==> src/rtl/matrix_result_collector.sv <==
// matrix_result_collector
//   Gathers M x N result elements that arrive in any order from a matrix
//   multiplier, then drains them row-major over a valid/ready stream.
//
//   Ports:
//     clk, rst_n              clock, asynchronous active-low reset
//     start                   begin a new collection, or abort the one in flight
//     c_data/c_row/c_col      incoming element and its position, qualified by c_valid
//     done                    multiplier finished; drain whatever has been collected
//     out_data/out_row/out_col/out_last/out_valid, out_ready
//                             drain stream; out_last marks element (M-1,N-1)
//     busy                    collector is not idle
//     complete                one-cycle pulse after the last element is accepted
//     err_dup                 sticky duplicate-write flag
//
//   Optional build macro: RESULT_COLLECTOR_DUP_CHECK_EN
//     When defined, a second write to an already-filled position sets err_dup.
//     When undefined, the second write overwrites silently and err_dup stays 0.
module matrix_result_collector #(
    parameter int unsigned DATA_WIDTH = 16,
    parameter int unsigned M          = 3,
    parameter int unsigned N          = 3,
    localparam int unsigned RW        = $clog2(M),
    localparam int unsigned CW        = $clog2(N)
) (
    input  logic                  clk,
    input  logic                  rst_n,
    input  logic                  start,
    input  logic [DATA_WIDTH-1:0] c_data,
    input  logic [RW-1:0]         c_row,
    input  logic [CW-1:0]         c_col,
    input  logic                  c_valid,
    input  logic                  done,
    output logic [DATA_WIDTH-1:0] out_data,
    output logic [RW-1:0]         out_row,
    output logic [CW-1:0]         out_col,
    output logic                  out_valid,
    input  logic                  out_ready,
    output logic                  out_last,
    output logic                  busy,
    output logic                  complete,
    output logic                  err_dup
);

    typedef enum logic [1:0] {
        ST_IDLE    = 2'd0,
        ST_COLLECT = 2'd1,
        ST_DRAIN   = 2'd2
    } state_e;

    state_e                state_q, state_d;
    logic [DATA_WIDTH-1:0] store_q [M][N];
    logic [DATA_WIDTH-1:0] store_d [M][N];
    logic [M-1:0][N-1:0]   bitmap_q, bitmap_d;
    logic                  out_valid_q, out_valid_d;
    logic [DATA_WIDTH-1:0] out_data_q, out_data_d;
    // out_row_q/out_col_q double as the drain pointer
    logic [RW-1:0]         out_row_q, out_row_d, nxt_row;
    logic [CW-1:0]         out_col_q, out_col_d, nxt_col;
    logic                  out_last_q, out_last_d;
    logic                  complete_q, complete_d;
    logic                  err_dup_q, err_dup_d;
    logic                  wr_hit;

    // Only in-range positions are written; others are dropped
    assign wr_hit = c_valid && (32'(c_row) < M) && (32'(c_col) < N);

    // Next-state, store update and drain output selection
    always_comb begin
        state_d     = state_q;
        store_d     = store_q;
        bitmap_d    = bitmap_q;
        out_valid_d = out_valid_q;
        out_data_d  = out_data_q;
        out_row_d   = out_row_q;
        out_col_d   = out_col_q;
        out_last_d  = out_last_q;
        complete_d  = 1'b0;
        err_dup_d   = err_dup_q;
        nxt_row     = out_row_q;
        nxt_col     = out_col_q;

        if (start) begin
            // Start from any state: fresh, empty collection
            state_d     = ST_COLLECT;
            store_d     = '{default: '0};
            bitmap_d    = '0;
            out_valid_d = 1'b0;
            out_data_d  = '0;
            out_row_d   = '0;
            out_col_d   = '0;
            out_last_d  = 1'b0;
            err_dup_d   = 1'b0;
        end else begin
            case (state_q)
                ST_IDLE: begin
                    state_d = ST_IDLE;
                end
                ST_COLLECT: begin
                    if (wr_hit) begin
`ifdef RESULT_COLLECTOR_DUP_CHECK_EN
                        if (bitmap_q[c_row][c_col]) begin
                            err_dup_d = 1'b1;
                        end
`endif
                        store_d[c_row][c_col]  = c_data;
                        bitmap_d[c_row][c_col] = 1'b1;
                    end
                    // store_d already holds a same-cycle write, so element
                    // (0,0) is presented correctly on the first drain cycle
                    if (done || (&bitmap_d)) begin
                        state_d     = ST_DRAIN;
                        out_valid_d = 1'b1;
                        out_row_d   = '0;
                        out_col_d   = '0;
                        out_data_d  = store_d[out_row_d][out_col_d];
                        out_last_d  = ((M * N) == 1);
                    end
                end
                ST_DRAIN: begin
                    if (out_valid_q && out_ready) begin
                        if (out_last_q) begin
                            state_d     = ST_IDLE;
                            out_valid_d = 1'b0;
                            out_last_d  = 1'b0;
                            out_data_d  = '0;
                            out_row_d   = '0;
                            out_col_d   = '0;
                            complete_d  = 1'b1;
                        end else begin
                            if (out_col_q == CW'(N - 1)) begin
                                nxt_col = '0;
                                nxt_row = out_row_q + 1'b1;
                            end else begin
                                nxt_col = out_col_q + 1'b1;
                            end
                            out_row_d  = nxt_row;
                            out_col_d  = nxt_col;
                            out_data_d = store_q[nxt_row][nxt_col];
                            out_last_d = (nxt_row == RW'(M - 1)) && (nxt_col == CW'(N - 1));
                        end
                    end
                end
                default: begin
                    state_d = ST_IDLE;
                end
            endcase
        end
    end

    // State and output registers
    always_ff @(posedge clk or negedge rst_n) begin
        if (!rst_n) begin
            state_q     <= ST_IDLE;
            store_q     <= '{default: '0};
            bitmap_q    <= '0;
            out_valid_q <= 1'b0;
            out_data_q  <= '0;
            out_row_q   <= '0;
            out_col_q   <= '0;
            out_last_q  <= 1'b0;
            complete_q  <= 1'b0;
            err_dup_q   <= 1'b0;
        end else begin
            state_q     <= state_d;
            store_q     <= store_d;
            bitmap_q    <= bitmap_d;
            out_valid_q <= out_valid_d;
            out_data_q  <= out_data_d;
            out_row_q   <= out_row_d;
            out_col_q   <= out_col_d;
            out_last_q  <= out_last_d;
            complete_q  <= complete_d;
            err_dup_q   <= err_dup_d;
        end
    end

    assign out_valid = out_valid_q;
    assign out_data  = out_data_q;
    assign out_row   = out_row_q;
    assign out_col   = out_col_q;
    assign out_last  = out_last_q;
    assign complete  = complete_q;
    assign err_dup   = err_dup_q;
    assign busy      = (state_q != ST_IDLE);

endmodule

==> config.mk <==
export PLATFORM = sky130hd
export DESIGN_NAME = matrix_result_collector
export DESIGN_NICKNAME = d
export VERILOG_FILES = /design/src/rtl/matrix_result_collector.sv
export SDC_FILE = /design/constraint.sdc
export NUM_CORES = 1
export LEC_CHECK = 0
export BUFFER_PORTS_ARGS = -buffer_cell sky130_fd_sc_hd__buf_2
export CAP_MARGIN = 0
export CORE_MARGIN = 5
export CORE_UTILIZATION = 60
export DETAILED_ROUTE_END_ITERATION = 12
export PLACE_DENSITY = 0.79
export SETUP_SLACK_MARGIN = 0.5
export SYNTH_ARGS = -nofsm -noshare
export SYNTH_HDL_FRONTEND = slang
export SYNTH_SLANG_ARGS = --single-unit
==> constraint.sdc <==
create_clock -name clk -period 2.5 [get_ports clk]
set_input_delay 0.5 -clock clk [delete_from_list [all_inputs] [get_ports clk]]
set_output_delay 0.5 -clock clk [all_outputs]
set_load 0.02 [all_outputs]
==> results by group <==
Cells and area
  • Fillers: 1101
  • N_diodes: 0
  • Layout cells sized above 1: 19.3%
  • Nets: between 1000 and 1500
  • Area Growth Syn to Fin: 18.2%
  • Fin area: between 10000 and 15000 sq um
  • Finished Core Util: slightly above 70%

Worst setup path
  • Crit-path max cell delay: approximately 0.60 ns
  • R2R setup slack: just over 0.5 ns
  • Critical Path Start Type: flip-flop
  • Type of the worst setup path: flip-flop to flip-flop
  • Crit path arrival time: 2.31 ns
  • CP max-delay cell: a31oi_1
  • Worst Path Max Fanout: 18
  • Worst path cell trace: nor2b_1 > buf_4 > a31oi_1 > a211oi_4 > buf_4 > a32o_1
  • CP most frequent cell: buf_4
  • Worst path required time: approximately 2.8 ns
  • CP Capture Type: flip-flop

Yosys
  • Top cells by count, synth: nand2_1 (281), dfrtp_1 (178), a21oi_1 (147)
  • Netlist cell types: 52
  • EDFF count, synth: 0
  • Seq cells post-synth: roughly 180
  • Post-Syn Area per Cell: 8.77 sq um
  • Count leader, synth: nand2_1
  • Mapped Cells: around 1000
  • Post-synth design cell area: just over 9000 sq um
  • Main synth FF type: dfrtp_1
  • Sequential-to-total area share from yosys stat: around half
  • Asr flop ratio synth: 100%
  • Post-synth top area share: between 40% and 50%
  • Synth area leaders: dfrtp_1 (49%), nand2_1 (12%), a21oi_1 (8.1%)
  • Syn Nets: 1064
  • Synth area leader: dfrtp_1
  • Yosys warnings: 0

Routing
  • DRT iter0 DRCs: around 1200
  • Vias per cell: ~6.5
  • First-pass iteration count of the detailed router: 5
  • WL per Instance: between 20 and 25 microns
  • Via count: 8389
  • DRT Wirelength: ~29000 microns
  • Drt drc: 0
  • Post-DRT Antenna Nets: 0

Floorplan
  • Rows: 45
  • Initial Util: 60.6%
  • Core Region: around 15000 sq um
  • DIE HEIGHT: roughly 130 microns
  • Die width: around 130 microns
  • Io pins: between 50 and 60
  • Die ar.: 17700 sq um

Clocking
  • CTS buffer count: 17
  • Worst-path clk slew: approximately 0.080 ns
  • H-tree Lvls: 4
  • Worst-Skew Late Latency: around 0.44 ns
  • CTS tree: done
  • CTS Root Cell: clkbuf_16
  • CTS Hold Bufs: 0
  • Clock Sinks: approximately 180
  • Max clock buf depth: 2

Timing
  • Minimum clock period after layout: between 1.5 and 2 ns
  • RSZ-0062 raised after global routing: yes
  • Final Hold Fails: 0
  • Hold Slack: 0.0483 ns
  • Slew Limit Fails: 0
  • TNS Setup: 0 ns
  • Slew headroom: 48.4%
  • Worst-Margin Slew: 0.770 ns
  • Achievable clock frequency: 0.504 GHz
  • Final Cycle Share: 79.4%
  • Clock Skew: ~0.012 ns
  • Final setup fails: 0

Placement
  • GP Congestion: 0.893
  • I/O Buffers: between 40 and 50
  • DP Wirelength: 18000 microns
  • Placed Area: 9810 sq um

Run status
  • Status: completed

Pwr
  • Power per cell area: 586 nW/um^2
  • Pwr Total: 6310 uW
  • Worst VDD drop: roughly 0.00058 V
  • Leakage: between 0.004 and 0.005 uW

Global route
  • GRT Residual Overflow: 0
  • Global Route Usage Sum: between 30% and 40%
  • First-pass GRT wire length: around 45000 microns
  • Largest net degree at the start of global routing: 96
  • Initial antenna violation count: 2
  • Vias in the first global route: approximately 8200

Hold path
  • HP Class: primary input to asynchronous set/reset pin

Job
  • Max-cap check violation count: 0
per-stage QoR:
stage	worst slack, ns	instances
3_3_place_gp	0.0624	1244
5_1_grt	0.427	1294
4_1_cts	0.475	1283
3_5_place_dp	0.000260	1244
6_report	0.515	1294
2_1_floorplan	0.259	1038
area by class of cell:
cell class / count / area [sq um] / area share, %
tap: 188 / 235 / 2.19
timing repair buffer: 129 / 975 / 9.06
sequential: 178 / 4460 / 41.4
clock buffer: 17 / 425 / 3.95
inverter: 6 / 22.5 / 0.209
multi-input combinational: 761 / 4450 / 41.4
clock inverter: 15 / 194 / 1.80
sequential cells by signal (all words and copies together), names as in the netlist:
signal	flops
out_row	2
bitmap_q	9
store_q	144
out_last	1
complete	1
out_data	16
state_q	2
out_valid	1
out_col	2
per-layer routing:
layer | track usage (%) | part of all wire [%]
met1 | 42.9 | 40
met2 | 51.3 | 47
met3 | 7.52 | 9.5
met4 | 14.2 | 3.9
met5 | 0 | 0.095
final timing paths:
| kind | startpoint | to | depth (start not counted) |
|---|---|---|---|
| hold / removal | rst_n | store_q[48] | 1 |
| hold reg to reg | out_data[5] | out_data[5] | 1 |
| setup reg to reg | state_q[0] | out_data[0] | 6 |
| max in group asynchronous | rst_n | store_q[49] | 2 |
| min in group clk | out_ready | complete | 3 |
| setup / recovery | state_q[0] | out_data[0] | 6 |
power breakdown:
part	total, uW	internal [uW]	switching, uW
sequential	2940	2910	27.7
clock	2860	1610	1250
combinational	514	163	351
total	6310	4680	1630
logic make-up (layout without fill, tap and decap cells):
group / Yosys count / in the layout / synth area share, %
DFF: 178 / 178 / 48.9
and+or+nand+nor: 411 / 412 / 18.7
AOI/OAI and AO/OA: 263 / 264 / 17.3
buffers and inverters: 101 / 167 / 4.55
muxes: 81 / 81 / 10.2
xor gates and xnor gates: 3 / 3 / 0.289
other: 1 / 1 / 0.0412
worst max-delay path: cells and delay by family (launching register included):
| kind | cells | cell delay (ns) |
|---|---|---|
| DFF | 1 | 0.42 |
| and+or+nand+nor | 1 | 0.14 |
| AOI/OAI and AO/OA | 3 | 0.89 |
| buffers and inverters | 2 | 0.41 |
timing repair:
action | in CTS | in global routing
setup endpoints to repair | 20 | 21
cloned | 1 | 3
setup buffers | 6 | 8
resized for setup | 13 | 26
pin swaps | 4 | 6
layout by cell type, fill, tap and decap left out, types with 3 or more instances in the layout:
master | Yosys | routed
nand2_1 | 281 | 280
dfrtp_1 | 178 | 175
a21oi_1 | 147 | 146
buf_4 | 3 | 71
nor2_1 | 69 | 69
mux2i_1 | 66 | 66
buf_2 | 13 | 45
o21ai_0 | 27 | 24
clkbuf_16 | 0 | 18
o211ai_1 | 16 | 16
nand3_1 | 13 | 13
a31oi_1 | 11 | 11
o22ai_1 | 11 | 11
a22oi_1 | 10 | 10
mux4_2 | 8 | 8
o2bb2ai_1 | 9 | 8
nor4_1 | 8 | 8
a32o_1 | 7 | 7
inv_6 | 0 | 7
nand2b_1 | 7 | 6
inv_1 | 6 | 6
a2bb2oi_1 | 7 | 6
nor2b_1 | 7 | 5
a211oi_1 | 5 | 5
mux2_4 | 3 | 5
buf_6 | 1 | 5
buf_12 | 0 | 5
nor3_2 | 0 | 4
o32ai_1 | 4 | 4
nor3_1 | 8 | 3
bufinv_16 | 0 | 3
dfrtp_2 | 0 | 3
Power figures use the tool's default switching activity.
